<file path="config.mk">
export PLATFORM = sky130hd
export DESIGN_NAME = tia_horizontal_sync_ctl
export DESIGN_NICKNAME = d
export VERILOG_FILES = /design/src/rtl/tia_horizontal_sync_ctl_pkg.sv /design/src/rtl/tia_wsync_ready.sv /design/src/rtl/tia_horizontal_sync_ctl.sv
export SDC_FILE = /design/constraint.sdc
export NUM_CORES = 1
export LEC_CHECK = 0
export ABC_AREA = 1
export CAP_MARGIN = 25
export CELL_PAD_IN_SITES_DETAIL_PLACEMENT = 1
export CELL_PAD_IN_SITES_GLOBAL_PLACEMENT = 1
export CORE_MARGIN = 2
export CORE_UTILIZATION = 36
export CTS_BUF_LIST = sky130_fd_sc_hd__clkbuf_8
export CTS_CLUSTER_DIAMETER = 80
export DETAILED_ROUTE_END_ITERATION = 7
export PLACE_DENSITY = 0.79
export RECOVER_POWER = 100
export SYNTH_ARGS = -nofsm -noshare
export SYNTH_HDL_FRONTEND = slang
export SYNTH_SLANG_ARGS = --single-unit
export TNS_END_PERCENT = 50
</file>
<file path="constraint.sdc">
create_clock -name clk -period 1.7 [get_ports clk]
set_input_delay 0.34 -clock clk [delete_from_list [all_inputs] [get_ports clk]]
set_output_delay 0.34 -clock clk [all_outputs]
set_load 0.05 [all_outputs]
</file>
<file path="src/rtl/tia_horizontal_sync_ctl_pkg.sv">
`timescale 1ns/1ps
`default_nettype none
// ============================================================================
// Module   : tia_horizontal_sync_ctl_pkg
// Brief    : Horizontal-line decode points and WSYNC FSM encodings.
// Revision : 1.0 - initial release
// ============================================================================
package tia_horizontal_sync_ctl_pkg;

    localparam int unsigned c_HC_W = 6;

    localparam logic [c_HC_W-1:0] c_HC_MAX       = 6'd56;
    localparam logic [c_HC_W-1:0] c_HSYNC_SET    = 6'd4;
    localparam logic [c_HC_W-1:0] c_HSYNC_CLR    = 6'd8;
    localparam logic [c_HC_W-1:0] c_CB_SET       = 6'd8;
    localparam logic [c_HC_W-1:0] c_CB_CLR       = 6'd12;
    localparam logic [c_HC_W-1:0] c_HB_CLR       = 6'd17;
    localparam logic [c_HC_W-1:0] c_HB_CLR_HMOVE = 6'd19;

    localparam logic [0:0] c_ST_RUN  = 1'b0;
    localparam logic [0:0] c_ST_HALT = 1'b1;

endpackage : tia_horizontal_sync_ctl_pkg
`default_nettype wire

</file>
<file path="src/rtl/tia_wsync_ready.sv">
`timescale 1ns/1ps
`default_nettype none
// ============================================================================
// Module   : tia_wsync_ready
// Brief    : RUN/HALT handshake that holds the CPU off from WSYNC until the
//            next natural line wrap.
// Revision : 1.0 - initial release
// ============================================================================
module tia_wsync_ready
    import tia_horizontal_sync_ctl_pkg::*;
(
    input  logic clk,
    input  logic resetl,
    input  logic wsync_strobe,
    input  logic line_start,
    output logic rdy
);

    logic [0:0] r_state;
    logic [0:0] w_state_next;

    always_ff @(posedge clk or negedge resetl) begin
        if (!resetl) begin
            r_state <= c_ST_RUN;
        end else begin
            r_state <= w_state_next;
        end
    end

    // A strobe coinciding with the wrap halts; only the following wrap releases.
    always_comb begin
        w_state_next = r_state;
        case (r_state)
            c_ST_RUN:  if (wsync_strobe) w_state_next = c_ST_HALT;
            c_ST_HALT: if (line_start)   w_state_next = c_ST_RUN;
            default:   w_state_next = c_ST_RUN;
        endcase
    end

    assign rdy = (r_state == c_ST_RUN);

endmodule : tia_wsync_ready
`default_nettype wire

</file>
<file path="src/rtl/tia_horizontal_sync_ctl.sv">
`timescale 1ns/1ps
`default_nettype none
// ============================================================================
// Module   : tia_horizontal_sync_ctl
// Brief    : TIA horizontal line sequencer: phi2-driven line counter, HSYNC /
//            HBLANK / colour-burst decode, RSYNC, WSYNC and HMOVE strobes.
// Revision : 1.0 - initial release
// ============================================================================
module tia_horizontal_sync_ctl
    import tia_horizontal_sync_ctl_pkg::*;
#(
    parameter logic [c_HC_W-1:0] HC_MAX       = c_HC_MAX,
    parameter logic [c_HC_W-1:0] HSYNC_SET    = c_HSYNC_SET,
    parameter logic [c_HC_W-1:0] HSYNC_CLR    = c_HSYNC_CLR,
    parameter logic [c_HC_W-1:0] CB_SET       = c_CB_SET,
    parameter logic [c_HC_W-1:0] CB_CLR       = c_CB_CLR,
    parameter logic [c_HC_W-1:0] HB_CLR       = c_HB_CLR,
    parameter logic [c_HC_W-1:0] HB_CLR_HMOVE = c_HB_CLR_HMOVE
)(
    input  logic              clk,
    input  logic              resetl,
    input  logic              phi1,
    input  logic              phi2,
    input  logic              rsync_strobe,
    input  logic              wsync_strobe,
    input  logic              hmove_strobe,
    output logic              bpc_r,
    output logic [c_HC_W-1:0] hcount,
    output logic              line_start,
    output logic              hsync,
    output logic              hblank,
    output logic              cburst,
    output logic              rdy,
    output logic              phase_err
);

    logic [c_HC_W-1:0] r_hcount;
    logic              r_bpc_r;
    logic              r_line_start;
    logic              r_hsync;
    logic              r_hblank;
    logic              r_cburst;
    logic              r_phase_err;
    logic              r_hmove_latch;

    logic              w_adv;
    logic              w_wrap;
    logic [c_HC_W-1:0] w_hc_next;
    logic [c_HC_W-1:0] w_hb_clr;

    // RSYNC owns the cycle it lands in, so a coincident phi2 is dropped.
    assign w_adv     = phi2 & ~rsync_strobe;
    assign w_wrap    = w_adv & (r_hcount == HC_MAX);
    assign w_hc_next = w_wrap ? '0 : r_hcount + 6'd1;
    assign w_hb_clr  = r_hmove_latch ? HB_CLR_HMOVE : HB_CLR;

    always_ff @(posedge clk or negedge resetl) begin
        if (!resetl) begin
            r_hcount      <= '0;
            r_bpc_r       <= 1'b1;
            r_line_start  <= 1'b0;
            r_hsync       <= 1'b0;
            r_hblank      <= 1'b1;
            r_cburst      <= 1'b0;
            r_phase_err   <= 1'b0;
            r_hmove_latch <= 1'b0;
        end else begin
            r_bpc_r      <= rsync_strobe;
            r_line_start <= w_wrap;

            if (phi1 & phi2) begin
                r_phase_err <= 1'b1;
            end

            if (rsync_strobe) begin
                r_hcount <= '0;
                r_hblank <= 1'b1;
                r_hsync  <= 1'b0;
                r_cburst <= 1'b0;
            end else if (w_adv) begin
                r_hcount <= w_hc_next;

                if (w_hc_next == HSYNC_SET) begin
                    r_hsync <= 1'b1;
                end else if (w_hc_next == HSYNC_CLR) begin
                    r_hsync <= 1'b0;
                end

                if (w_hc_next == CB_SET) begin
                    r_cburst <= 1'b1;
                end else if (w_hc_next == CB_CLR) begin
                    r_cburst <= 1'b0;
                end

                if (w_wrap) begin
                    r_hblank <= 1'b1;
                end else if (w_hc_next == w_hb_clr) begin
                    r_hblank <= 1'b0;
                end
            end

            // A strobe arriving with the wrap belongs to the ending line.
            if (w_wrap) begin
                r_hmove_latch <= 1'b0;
            end else if (hmove_strobe) begin
                r_hmove_latch <= 1'b1;
            end
        end
    end

    tia_wsync_ready u_wsync_ready (
        .clk          (clk),
        .resetl       (resetl),
        .wsync_strobe (wsync_strobe),
        .line_start   (w_wrap),
        .rdy          (rdy)
    );

    assign hcount     = r_hcount;
    assign bpc_r      = r_bpc_r;
    assign line_start = r_line_start;
    assign hsync      = r_hsync;
    assign hblank     = r_hblank;
    assign cburst     = r_cburst;
    assign phase_err  = r_phase_err;

endmodule : tia_horizontal_sync_ctl
`default_nettype wire

</file>
## Yosys cells after proc, flatten, opt, wreduce, memory -nomap -nowiden

Index checks and enable logic that the tools add are counted.

- Bits in registers: 14
- Input bits: 7
- Logic and storage cells: 49

- Add/sub/neg operators: 1
- Equality and inequality tests: 5
- Multiplexer cells: 21
- Bitwise operators: 5
- Reduce and logical (&&, ||, !) cells: 8

Operators with widths:

| kind | number |
|---|---|
| $mux W6 | 3 |
| $mux W1 | 16 |
| $eq A6 B4 Y1 const B | 2 |
| $reduce_bool A3 Y1 | 3 |
| $add A6 B1 Y6 const B | 1 |
| $eq A6 B3 Y1 const B | 1 |
| $eq A6 B5 Y1 | 1 |
| $eq A6 B6 Y1 const B | 1 |
| $reduce_and A2 Y1 | 3 |
| $reduce_bool A2 Y1 | 2 |
| $and A1 B1 Y1 | 3 |
| $mux W2 | 1 |
| $not A1 Y1 | 2 |
| $pmux W1 S2 | 1 |

## Depth between registers and ports, before layout

Gate-level depths: netlist of run 1.

- Depth after elaboration: 9
- Gate-level depth with buffers: 13
- Gate-level depth less buffers: 13

## Hierarchy

Synthesis of run 1 repeated with hierarchy kept, for this count alone.

- Cell total of the unflattened synthesis: 104
- Area total of the unflattened synthesis: 823.3 um^2

By module, submodules not included:

| module | instances | cells an instance | area an instance (um^2) | sequential area each (um^2) |
|---|---|---|---|---|
| tia_horizontal_sync_ctl | 1 | 98 | 774.5 | 327.8 |
| tia_wsync_ready | 1 | 6 | 48.8 | 25.0 |

## Worst setup path after synthesis of run 1

Ideal clock, no wire load.

- Path kind: register to register
- Start: reg r_hcount[0], in the netlist hcount[0]
- End: reg r_hsync, in the netlist hsync
- Library setup time: 117 ps
- Arrival: 1,803 ps
- Data required time: 1,583 ps
- Setup slack: -220 ps
- Cell stages (with the launch flop): 13
- Buffers on the path: 0
- Cell sequence: dfrtp_1 -> inv_1 -> ha_1 -> nand2_1 -> nor2_2 -> nand2_4 -> nand3_1 -> nor2_2 -> nand2_1 -> nand2_1 -> nand2_1 -> nand2_1 -> nand2_1

- Word-level cells in the longest chain between the ends: 7
- Elaborated cells on any way between the ends: 11

RTL lines:

| item | RTL line | text |
|---|---|---|
| from (decl) | tia_horizontal_sync_ctl.sv:37 | `logic [c_HC_W-1:0] r_hcount;` |
| from (signal assigned) | tia_horizontal_sync_ctl.sv:81 | `r_hcount <= w_hc_next;` |
| parallel branches: the longest is 2 deep, another holds $add A6 B1 Y6 | n/a |  |
| $mux W6 * | tia_horizontal_sync_ctl.sv:54 | `assign w_hc_next = w_wrap ? '0 : r_hcount + 6'd1;` |
| $eq A6 B3 Y1 | tia_horizontal_sync_ctl.sv:83 | `if (w_hc_next == HSYNC_SET) begin` |
| $mux W1 | tia_horizontal_sync_ctl.sv:83 |  |
| $mux W1 | tia_horizontal_sync_ctl.sv:80 | `end else if (w_adv) begin` |
| $mux W1 | tia_horizontal_sync_ctl.sv:75 | `if (rsync_strobe) begin` |
| to (signal assigned) | tia_horizontal_sync_ctl.sv:78 | `r_hsync <= 1'b0;` |
| to (signal assigned) | tia_horizontal_sync_ctl.sv:84 | `r_hsync <= 1'b1;` |
| to (signal assigned) | tia_horizontal_sync_ctl.sv:86 | `r_hsync <= 1'b0;` |
| to (decl) | tia_horizontal_sync_ctl.sv:40 | `logic r_hsync;` |

Mark *: on every way between the ends. The select of a mux whose other input is x is not followed.
A chain may end at the register's enable or synchronous reset.

## Worst setup path in the final report of run 1

- Start: reg r_hcount[0], in the netlist hcount[0]
- End: reg r_cburst, in the netlist cburst

- Word-level cells in the longest chain between the ends: 7
- Elaborated cells on any way between the ends: 11

RTL lines:

| item | RTL line | text |
|---|---|---|
| parallel branches: the longest is 2 deep, another holds $add A6 B1 Y6 | n/a |  |
| $mux W6 * | tia_horizontal_sync_ctl.sv:54 |  |
| $eq A6 B4 Y1 | tia_horizontal_sync_ctl.sv:89 | `if (w_hc_next == CB_SET) begin` |
| $mux W1 | tia_horizontal_sync_ctl.sv:89 |  |
| $mux W1 | tia_horizontal_sync_ctl.sv:80 |  |
| $mux W1 | tia_horizontal_sync_ctl.sv:75 |  |
| to (signal assigned) | tia_horizontal_sync_ctl.sv:79 | `r_cburst <= 1'b0;` |
| to (signal assigned) | tia_horizontal_sync_ctl.sv:90 | `r_cburst <= 1'b1;` |
| to (signal assigned) | tia_horizontal_sync_ctl.sv:92 | `r_cburst <= 1'b0;` |
| to (decl) | tia_horizontal_sync_ctl.sv:42 | `logic r_cburst;` |

Marked as above.

==> summary.txt, run 1 <==
Post-synth EDFFs: 0
CTS tree: built
Synth area leader: dfrtp_1
Cts bufs inserted: 3
CP startpoint kind: flop
Syn Area/Cell: 8.13 um^2
Worst slew margin: 76.9%
Initial antenna violation count: 0
Num rows: 16
Routed WL: 2780 um
Post-Synthesis Cells: 97
Final nets: 149
Syn_nets: 106
Die Y: 50.8 um
Worst path arrival time: 1830 ps
Cell area after synthesis: 788 um^2
PD cells: 642 nW/um^2
Clock latency on the worst-skew pair: 250 ps
Slew Viols, Final: 0
Reg clk slew, reported paths: 60 ps
Fraction of layout cells with a size suffix above 1: 51.8%
Vias: 861
Library cells used by synthesis: 23
P_leak: 0.614 nW
IO buf count: 19
Filler cell count: 236
Setup CP Type: reg2reg
Fin util: 66.0%
DR pass1 iterations: 4
Vias in the first global route: 835
Sequential cell area fraction in the yosys report: 44.8%
Worst hold path class: in2async
H-tree depth: 1
Clock Path Buffers: 2
YS warnings: 0
Starting density of the core: 39.0%
Clock skew: 0.795 ps
VDD IR max: 0.000531 V
Commonest cells post-synth: nand2_1, dfrtp_1, inv_1, nor2_1, nand3_1
Fin crit period: 1700 ps
Synth top area share: 38.1%
GP Congestion: 0.863
Setup violators final: 0
DRT iter0 DRCs: 7
Vias per inst: 5.19
Count leader, synth: nand2_1
Final worst path period share: 99.9%
Residual DRC: 0
Final ANT Viol Nets: 0
DIE AREA: 2580 um^2
CP required: 1830 ps
Largest net degree at the start of global routing: 9
Aggregate global-route resource usage: 21.1%
Final Hold Slack: 354 ps
Max Fclk: 589 MHz
FF+latch count, synth: 14
Final Hold Fails: 0
Die width: 50.8 um
Area Growth Syn to Fin: 69.2%
Worst-path maximum fanout: 8
Gr ovfl total: 0
Root cell of the clock tree: clkbuf_8
Worst Tran Pin Value: 345 ps
Max-Cap Viols: 0
Critical path endpoint category: flop
Hpwl dp: 1770 um
RSZ-0062 raised after global routing: true
Ant diodes: 0
I/O pin count: 20
CTS Hold Bufs: 0
First-pass GRT wire length: 3920 um
Synth area leaders: dfrtp_1, nand2_1, dfstp_2
Status: finished clean
Routed len/inst: 16.7 um
Async SR Flop Fraction: 100%
Core footprint: 2020 um^2
Prevailing post-synth register cell: dfrtp_1
Clock Sinks: 14
[layout make-up]
type,instances,area [um^2],share of cell area (%)
Clock buffer,4,55.1,4.13
Inverter,15,61.3,4.60
Multi-Input combinational cell,68,487,36.5
Sequential cell,14,357,26.7
Tap cell,27,33.8,2.53
Timing Repair Buffer,38,340,25.5
[through the flow]
step | TNS (ps) | cell area (um^2) | setup slack [ps] | cells | power [mW]
after floorplan | 0 | 791 | 23.5 | 97 | 0.410
after global placement | -72.4 | 1100 | -68.1 | 154 | 0.476
after detailed placement | -273 | 1100 | -130 | 154 | 0.479
after CTS | 0 | 1180 | 16.6 | 159 | 0.823
after global routing | -189 | 1330 | -73.5 | 166 | 0.891
final | 0 | 1330 | 1.35 | 166 | 0.857
[placed cells by master, fill, tap and decap left out, drive strengths merged, types with 3 or more instances in the layout]
| cell type | synthesis | routed |
|---|---|---|
| buf | 0 | 32 |
| nand2 | 26 | 26 |
| nor2 | 16 | 16 |
| inv | 13 | 14 |
| dfrtp | 12 | 12 |
| nand3 | 9 | 9 |
| clkdlybuf4s50 | 0 | 5 |
| o21ai | 5 | 5 |
| clkbuf | 0 | 4 |
| o22ai | 3 | 3 |
[cell families after synthesis]
logic type	Yosys count	share of synthesized area, %
XOR/XNOR	1	1.11
adder cells (fa/ha/maj)	2	3.17
AND/OR/NAND/NOR	54	34.9
AO/OA/AOI/OAI	11	8.25
buffers and inverters	15	7.78
flip-flops	14	44.8
[sequential cells by signal, indices dropped and copies added (netlist names)]
| signal | cells |
|---|---|
| hcount | 6 |
| bpc_r | 1 |
| cburst | 1 |
| hblank | 1 |
| hsync | 1 |
| line_start | 1 |
| phase_err | 1 |
| r_hmove_latch | 1 |
| u_wsync_ready.r_state | 1 |
[report_power, final]
group / switching (mW) / leakage, nW / total, mW / internal (mW)
sequential: 0.00685 / 0.167 / 0.348 / 0.341
combinational: 0.0976 / 0.418 / 0.174 / 0.0762
clock: 0.130 / 0.0288 / 0.335 / 0.206
total: 0.234 / 0.614 / 0.857 / 0.622
[per-layer routing]
metal | part of all wire [%] | track usage (%) | wire length (um)
met1 | 40 | 26.7 | 1100
met2 | 52 | 35.5 | 1450
met5 | 0 | 0 | 0
met3 | 5.1 | 2.68 | 142
met4 | 2.8 | 9.91 | 79
[repair_timing]
action / in CTS / in global routing
pin swaps: 0 / 15
endpoints found under the setup margin: 3 / 3
setup buffers: 1 / 8
gates resized for setup: 3 / 28
[worst max-delay path, cell delays in order (launching register included)]
cell	delay, ps
dfrtp_2	420
inv_2	100
ha_4	150
nand2_4	50
nor2_4	140
nand2_4	130
nand2_4	90
nor2_4	40
nor2_4	160
nand3_1	120
nand3_1	90
o21ai_1	80
[final timing paths]
check	depth (start not counted)	to	start	slack, ps
worst max-delay path	11	cburst	hcount[0]	1
worst min-delay path	1	hcount[3]	resetl	350
worst max register to register	11	cburst	hcount[0]	1
worst min register to register	1	phase_err	phase_err	470
max in group asynchronous	2	bpc_r	resetl	830
min in group clk	2	bpc_r	rsync_strobe	380
No activity file was read; power rests on OpenSTA's default activity.
==> run 2, diff against run 1 <==
- SLEW_MARGIN: not set -> 10
- TNS_END_PERCENT: 50 -> not set
==> results of run 2 <==
No change in the layout: final DEF, timing and power equal those of run 1.
==> run 3, diff against run 2 <==
- clock period: 1.7 -> 1.8 ns (I/O delays scaled with it)
==> run 3 against run 2 <==
Effect of this change: sequential cell count is the same; critical path type is now in2reg; register-to-register slack gained 140 ps; critical path depth unchanged; utilization is 8.7 points lower; design area fell by 13%.
==> summary.txt, run 3 (same netlist as run 1, synthesis figures left out) <==
Pint: 0.568 mW
Aggregate global-route resource usage: 20.6%
Routed WL: 2400 um
VDD IR max: 0.000390 V
Clock latency on the worst-skew pair: 240 ps
Clock skew: 1.57 ps
IO buf count: 19
CP delay by family, top: simple AND/OR/NAND/NOR gates
Area Growth Syn to Fin: 46.8%
CP max-delay cell: clkdlybuf4s50_1
DIE AREA: 2580 um^2
Initial antenna violation count: 0
Final Hold Fails: 0
Residual DRC: 0
Routed len/inst: 15.0 um
Worst hold path class: in2async
Worst Tran Pin Value: 341 ps
Critical R2R Launch: hcount[0]
Sequential power share: 42.7%
Psw: 0.198 mW
First-pass GRT wire length: 3880 um
Vias: 779
Max FFs per register: 6
Max Fclk: 588 MHz
Largest net degree at the start of global routing: 9
GP Congestion: 0.856
Critical path endpoint category: flop
DR pass1 iterations: 4
CP startpoint kind: primary input
Die width: 50.8 um
Ant diodes: 0
Max-Cap Viols: 0
Core footprint: 2020 um^2
Clock Sinks: 14
Gr ovfl total: 0
CP startpoint: rsync_strobe
Cts bufs inserted: 3
Starting density of the core: 39.0%
Status: finished clean
Num rows: 16
Setup CP Type: in2reg
Filler cell count: 268
Fraction of layout cells with a size suffix above 1: 40.6%
Worst path bufs/invs: 3
Fin area: 1160 um^2
Clock group share of total power: 40.5%
Clock Path Buffers: 2
Reg clk slew, reported paths: 60 ps
Area post-placement: 1030 um^2
Fin crit period: 1700 ps
Die Y: 50.8 um
Crit path cell chain: clkdlybuf4s50_1, inv_2, nand2_2, nor2_4, nand2_4, nand2_4, buf_4, nor3_2, nand3_1, nand2_1, nand3_1
CTS Hold Bufs: 0
Worst path max stage delay: 510 ps
Switching share of total power: 25.9%
Worst-path maximum fanout: 7
Combinational power share: 16.9%
Slew Viols, Final: 0
CP required: 1970 ps
Worst path arrival time: 1870 ps
Final ANT Viol Nets: 0
H-tree depth: 1
Setup violators final: 0
Final nets: 143
I/O pin count: 20
Commonest non-fill, non-tap cell in the layout: buf_4
Hpwl dp: 1760 um
P_leak: 0.552 nW
Sum Neg Setup Slack: 0 ps
Vias in the first global route: 818
DRT iter0 DRCs: 15
PD cells: 662 nW/um^2
Worst slew margin: 77.3%
Most frequent cells in the layout: buf_4, nand2_1, inv_1, dfrtp_1
CTS tree: built
Final worst path period share: 94.5%
Vias per inst: 4.87
Root cell of the clock tree: clkbuf_8
run 3: power by group through the flow:
stage | logic [mW] | clock network (mW) | registers [mW]
after floorplan | 0.0353 | 0 | 0.352
after global placement | 0.105 | 0 | 0.334
after detailed placement | 0.108 | 0 | 0.334
after CTS | 0.109 | 0.316 | 0.329
after global routing | 0.139 | 0.337 | 0.327
final | 0.129 | 0.310 | 0.327
run 3: metrics by stage:
stage                     util [%]  hold WS [ps]  power [mW]  worst slack, ps  cells
after floorplan                  -          64.4       0.387             68.2     97
after global placement        51.2           447       0.439             24.9    150
after detailed placement      51.2           456       0.443            -53.9    150
after CTS                     53.9           382       0.754             63.5    154
after global routing          57.2           460       0.803            -10.4    160
final                         57.2           447       0.766             99.0    160
run 3: final cells by class:
class | instances | area, um^2 | area share [%]
clock buffers | 4 | 55.1 | 4.76
repair buffers | 32 | 255 | 22.1
multi-input cells | 68 | 397 | 34.3
inverters | 15 | 61.3 | 5.30
flip-flops and latches | 14 | 355 | 30.7
well taps | 27 | 33.8 | 2.92
run 3: final timing paths:
| path | end | depth (start not counted) | slack [ps] |
|---|---|---|---|
| min | hcount[4] | 1 | 450 |
| min reg2reg | phase_err | 1 | 470 |
| max reg2reg | hsync | 13 | 140 |
| min in group clk | phase_err | 1 | 470 |
| max | hblank | 11 | 100 |
| max in group asynchronous | bpc_r | 2 | 830 |
run 3: routing by layer:
| layer | share of wire, % | track usage (%) |
|---|---|---|
| met4 | 0.84 | 4.05 |
| met2 | 52 | 36.2 |
| met3 | 3.7 | 2.68 |
| met1 | 43 | 27.3 |
| met5 | 0 | 0 |
run 3: what timing repair did:
item | in CTS | in global routing
setup buffers | 0 | 6
resized for setup | 0 | 8
endpoints found under the setup margin | 0 | 3
==> RTL change 1: new RTL, flow settings as in run 3 <==
Register the output `hcount` once more, with the module's reset; this adds one clock of latency there. The other outputs are not delayed to match.
--- a/src/rtl/tia_horizontal_sync_ctl.sv
+++ b/src/rtl/tia_horizontal_sync_ctl.sv
@@ -116,7 +116,13 @@
         .rdy          (rdy)
     );
 
-    assign hcount     = r_hcount;
+    always_ff @(posedge clk or negedge resetl) begin
+        if (!resetl) begin
+            hcount <= '0;
+        end else begin
+            hcount <= r_hcount;
+        end
+    end
     assign bpc_r      = r_bpc_r;
     assign line_start = r_line_start;
     assign hsync      = r_hsync;
Formal check against the unedited RTL: not equivalent (a bounded check fails within 4 cycles, from zero or initial values and one cycle with resetl low).
==> RTL change 1 against run 3 <==
Core utilization shrank 1.3 points; synthesized area grew 20%; setup slack lost 100 ps; design area grew 20%; non-clock buffer count is the same; sequential power grew 43%; sequential cell count grew 6; hold slack lost 6.7 ps; wire length grew 12%; synthesized cell count grew 5.2%; the run now ends with negative setup slack left; critical endpoint is now cburst; count of clock-buffer cells in the layout shrank 1; power grew 37%.
==> RTL change 1: results (changes against run 3) <==
The detailed-placement wirelength estimate came to 1730 um (-1.3%). The clock-pin slew on the worst setup and hold paths came out at 80 ps (+20 ps). The minimum setup slack after placement came out at -126 ps (-71.7 ps).

The largest voltage drop on the vdd net came out at 555 uV (+42%). The number of nets in the final layout is 148 (+3.5%). The initial DRC count is 6 (-9).

The run finished, with violations left. The global-route wire length before repair came out at 4040 um (+4.1%). The clock tree skew after final layout was 2.18 ps (+0.612 ps).

The initial antenna violation count came out at 0 (unchanged). The number of vias per cell came out at 5.17 (+6.2%). The number of fill cells was 293 (+9.3%). The clock latency at the later pin of the worst-skew pair came out at 260 ps (+20 ps). The number of instances in the synthesized netlist came out at 102 (+5.2%). The smallest setup slack after layout came out at -3.80 ps (-103 ps). The final number of setup-violating endpoints is 1 (+1). The leakage power total is 0.664 nW (+20%). The checks that failed: negative setup slack. The internal power component is 810 uW (+43%). The global placer's final weighted congestion was 0.795 (-7.1%). After synthesis, the most frequently instantiated cells are sky130_fd_sc_hd__dfrtp_1, sky130_fd_sc_hd__nand2_1, sky130_fd_sc_hd__nand3_1, sky130_fd_sc_hd__inv_1, sky130_fd_sc_hd__nor2_1. The number of global-route vias before repair came out at 879 (+7.5%). The first-pass iteration count of the detailed router came out at 4 (unchanged). The post-synthesis net count was 111 (+4.7%). The post-placement cell area is 1190 um^2 (+15%). The non-filler instance count after layout is 168 (+5.0%).

The unique cell type count in the Yosys netlist was 26 (+13%). The final sum of negative setup slack came to -3.80 ps (-3.80 ps). The routed wirelength normalized by instance count was 15.9 um (+6.2%). The proportion of synthesized chip area in sequential cells came out at 53.2% (+8.4 points). The slew at the pin closest to its max-slew limit was 372 ps (+31.3 ps). The worst path arrival time came to 2010 ps (+140 ps).

The overall global routing resource usage is 16.9% (-3.7 points).
-- RTL change 1: timing repair --
item | in CTS | in global routing
resized for setup | 0 | 20
buffers inserted | 0 | 6
setup endpoints to repair | 0 | 3
-- RTL change 1: layer usage --
layer / routed length (um) / vias to the layer above / part of all wire, % / global-route usage, %
li1: - / 404 / - / -
met1: 1150 / 437 / 43 / 21.9
met2: 1320 / 20 / 50 / 28.1
met3: 80 / 8 / 3.0 / 1.17
met4: 114 / 0 / 4.3 / 9.41
met5: 0 / - / 0 / 0
-- RTL change 1: worst paths after layout --
path	to	depth (start not counted)	start	slack, ps
max	cburst	12	r_hcount[0]	-4
min	hcount[2]	2	resetl	440
max reg2reg	cburst	12	r_hcount[0]	-4
min reg2reg	phase_err	1	phase_err	460
max in group asynchronous	bpc_r	2	resetl	1090
min in group clk	phase_err	1	phase_err	460
-- RTL change 1: kinds of logic after synthesis --
kind of cell | count (synthesis) | share of synthesized area [%]
AO/OA/AOI/OAI | 11 | 7.54
AND/OR/NAND/NOR | 54 | 29.6
XOR/XNOR | 1 | 0.926
flip-flops | 20 | 53.2
buffers and inverters | 14 | 6.08
adder cells (fa/ha/maj) | 2 | 2.65
-- RTL change 1: power groups by stage --
stage | Combinational (mW) | Clock [mW] | Sequential, mW
floorplan | 0.0369 | 0 | 0.494
global placement | 0.106 | 0 | 0.475
detailed placement | 0.109 | 0 | 0.475
CTS | 0.111 | 0.463 | 0.467
global route | 0.143 | 0.474 | 0.470
finish | 0.132 | 0.452 | 0.468
-- RTL change 1: final cells by class --
type	instances	area, um^2	area share [%]
clock buffer	3	41.3	2.98
clock inverter	1	30.0	2.17
inverter	14	57.6	4.15
multi-input combinational	68	460	33.2
sequential	20	504	36.4
tap	30	37.5	2.71
timing repair buffer	32	255	18.4
-- RTL change 1: worst max-delay path, stage by stage (launching register included) --
cell and delay [ps]:
sky130_fd_sc_hd__dfrtp_1 440, sky130_fd_sc_hd__inv_2 110, sky130_fd_sc_hd__ha_4 130, sky130_fd_sc_hd__nand2_2 50, sky130_fd_sc_hd__nor2_4 140, sky130_fd_sc_hd__nand2_4 130
sky130_fd_sc_hd__nand2_4 90, sky130_fd_sc_hd__nor2_4 50, sky130_fd_sc_hd__nor2_4 180, sky130_fd_sc_hd__buf_4 130, sky130_fd_sc_hd__buf_4 90, sky130_fd_sc_hd__nand3_1 110
sky130_fd_sc_hd__nand2_1 80
-- RTL change 1: stage by stage --
stage               hold slack [ps]  util (%)
floorplan                      64.4         -
global placement                441      48.2
detailed placement              451      48.2
CTS                             445      51.1
global route                    476      56.0
finish                          440      56.0
==> RTL change 2: new RTL, config.mk and constraints of run 3 <==
Without the edit above. The package constant `c_HC_W` goes from 6 to 12.
--- a/src/rtl/tia_horizontal_sync_ctl_pkg.sv
+++ b/src/rtl/tia_horizontal_sync_ctl_pkg.sv
@@ -7,7 +7,7 @@
 // ============================================================================
 package tia_horizontal_sync_ctl_pkg;
 
-    localparam int unsigned c_HC_W = 6;
+    localparam int unsigned c_HC_W = 12;
 
     localparam logic [c_HC_W-1:0] c_HC_MAX       = 6'd56;
     localparam logic [c_HC_W-1:0] c_HSYNC_SET    = 6'd4;
Ports: changed (resized hcount); port bits go from 20 to 26. The function was not compared with the original's and may differ.
==> RTL change 2 against run 3 <==
Power grew 30%; synthesized area grew 57%; critical path depth grew 5; sequential cell count grew 6; the run now ends with negative setup slack left; wire length grew 89%; die area grew 52%; design area grew 62%; setup slack lost 260 ps.
==> RTL change 2: results (changes against run 3) <==
The global-route wire length before repair is 7750 um (+99%). The share of total power consumed by net switching came out at 27.0% (+1.1 points). On the critical path, the stage with the largest delay is an instance of sky130_fd_sc_hd__dfrtp_2. The maximum clock insertion buffer count is 2 (unchanged).

The number of buffers inserted during clock tree synthesis came out at 3 (unchanged). Clock tree synthesis selected as its root buffer the cell sky130_fd_sc_hd__clkbuf_8. From synthesis to final layout, the design area changed by 52.3%.

The leakage power total is 0.893 nW (+62%). The yosys synthesis warning count came to 0 (unchanged). The worst register-to-register path begins at hcount[0]. The checks that failed: negative setup slack. The run finished, with violations left. The unique cell type count in the Yosys netlist is 24 (+4.3%).

The CTS H-tree depth is 1 (unchanged). The post-placement cell area is 1730 um^2 (+67%). The clock latency at the later pin of the worst-skew pair is 260 ps (+20 ps).

The final number of setup-violating endpoints came to 3 (+3). The routed wirelength normalized by instance count was 16.9 um (+13%). The critical hold path startpoint is phase_err.

The number of placed cells counting well taps was 260 (+73%). The tightest slew margin relative to the limit is 22.0% (-55 points). In the post-synthesis netlist, the biggest area contributors are sky130_fd_sc_hd__dfrtp_1, sky130_fd_sc_hd__nand2_1, sky130_fd_sc_hd__nand3_1.

The smallest setup slack after layout is -165 ps (-264 ps). The number of nets in the final layout was 233 (+63%). The non-filler instance count after layout is 269 (+68%). After synthesis, the most frequently instantiated cells are sky130_fd_sc_hd__nand2_1, sky130_fd_sc_hd__inv_1, sky130_fd_sc_hd__dfrtp_1, sky130_fd_sc_hd__nand3_1, sky130_fd_sc_hd__nor2_1. The async set-or-reset flop fraction in the synthesized netlist was 100% (unchanged).

The number of antenna repair diodes came to 0 (unchanged). The largest voltage drop on the vdd net came out at 376 uV (-3.7%). The min-delay analysis places its worst path in the category register to register. The clock-pin slew on the worst setup and hold paths is 80 ps (+20 ps).

The global placer's final weighted congestion is 0.812 (-5.1%). The final sum of negative setup slack is -391 ps (-391 ps). The worst path arrival time came to 2120 ps (+250 ps).

The number of global-route vias before repair was 1621 (+98%). The number of fill cells was 423 (+58%). The initial DRC count came out at 42 (+27).

The clock tree skew after final layout is 2.97 ps (+1.41 ps). The proportion of synthesized chip area in sequential cells was 40.8% (-4.0 points). The detailed-placement wirelength estimate is 3190 um (+82%). The most critical setup path has its startpoint at hcount[0]. The first-pass iteration count of the detailed router came to 5 (+1). The flip-flop count of the largest register, all copies and words added was 12 (+6). The top fanout value on the critical path is 4 (-3). The initial antenna violation count is 0 (unchanged). The via count came out at 1389 (+78%).

The count of buffers inserted at the top-level ports is 25 (+6). The share of layout cells above drive strength 1 came out at 41.3% (+0.65 points). The longest individual stage delay on the worst path is 430 ps (-80 ps). The overall global routing resource usage is 25.4% (+4.7 points). The maximum number of pins on one net before global-route repair is 21 (+12). The number of instances in the synthesized netlist is 165 (+70%).
-- RTL change 2: final timing paths --
kind	end	slack, ps	cells past startpoint
worst max register to register	cburst	-160	16
worst max-delay path	cburst	-160	16
min in group asynchronous	hcount[9]	840	2
max in group asynchronous	hcount[0]	170	2
worst min-delay path	phase_err	470	1
worst min register to register	phase_err	470	1
-- RTL change 2: cells by family (layout without fill, tap and decap cells) --
| logic type | count (synthesis) | in the layout | share of synthesized area, % |
|---|---|---|---|
| AOI/OAI and AO/OA | 17 | 17 | 8.72 |
| xor gates and xnor gates | 2 | 2 | 1.42 |
| adders and majority gates | 2 | 2 | 2.03 |
| buffers and inverters | 26 | 84 | 8.52 |
| DFF | 20 | 20 | 40.8 |
| and+or+nand+nor | 98 | 98 | 38.5 |
-- RTL change 2: repair_timing --
item / CTS / global route
hold endpoints to repair: 0 / 0
gates cloned: 0 / 0
pin swaps: 4 / 8
buffers inserted: 3 / 2
setup endpoints to repair: 4 / 5
resized for setup: 11 / 7
-- RTL change 2: power groups by stage --
stage / Combinational [mW] / Clock, mW / Sequential, mW
3_5_place_dp: 0.160 / 0 / 0.469
5_1_grt: 0.193 / 0.384 / 0.461
6_report: 0.180 / 0.355 / 0.460
2_1_floorplan: 0.0528 / 0 / 0.490
3_3_place_gp: 0.156 / 0 / 0.468
4_1_cts: 0.177 / 0.364 / 0.460
-- RTL change 2: final cells by class --
type                       instances  share of cell area, %
clock buffer                       4                   2.93
inverter                          23                   4.73
multi-input combinational        119                   38.7
timing repair buffer              57                   23.6
sequential                        20                   26.9
tap                               46                   3.06
-- RTL change 2: per-stage QoR --
stage / power [mW] / setup slack (ps)
floorplan: 0.543 / -96.0
global placement: 0.625 / -190
detailed placement: 0.629 / -396
CTS: 1.00 / -169
global route: 1.04 / -298
finish: 0.995 / -165
-- RTL change 2: critical path, delay by kind of cell, from the launching register on --
kind	cells	cell delay (ps)
fa+ha+maj	1	120
buf+inv	3	250
flops	1	430
simple gates	12	1040
-- RTL change 2: routing by layer --
layer | vias to the layer above | wire length [um] | GRT usage [%]
li1 | 651 | - | -
met1 | 676 | 1680 | 27.6
met5 | - | 0 | 0
met3 | 13 | 200 | 4.14
met4 | 0 | 138 | 14.4
met2 | 49 | 2510 | 46.2
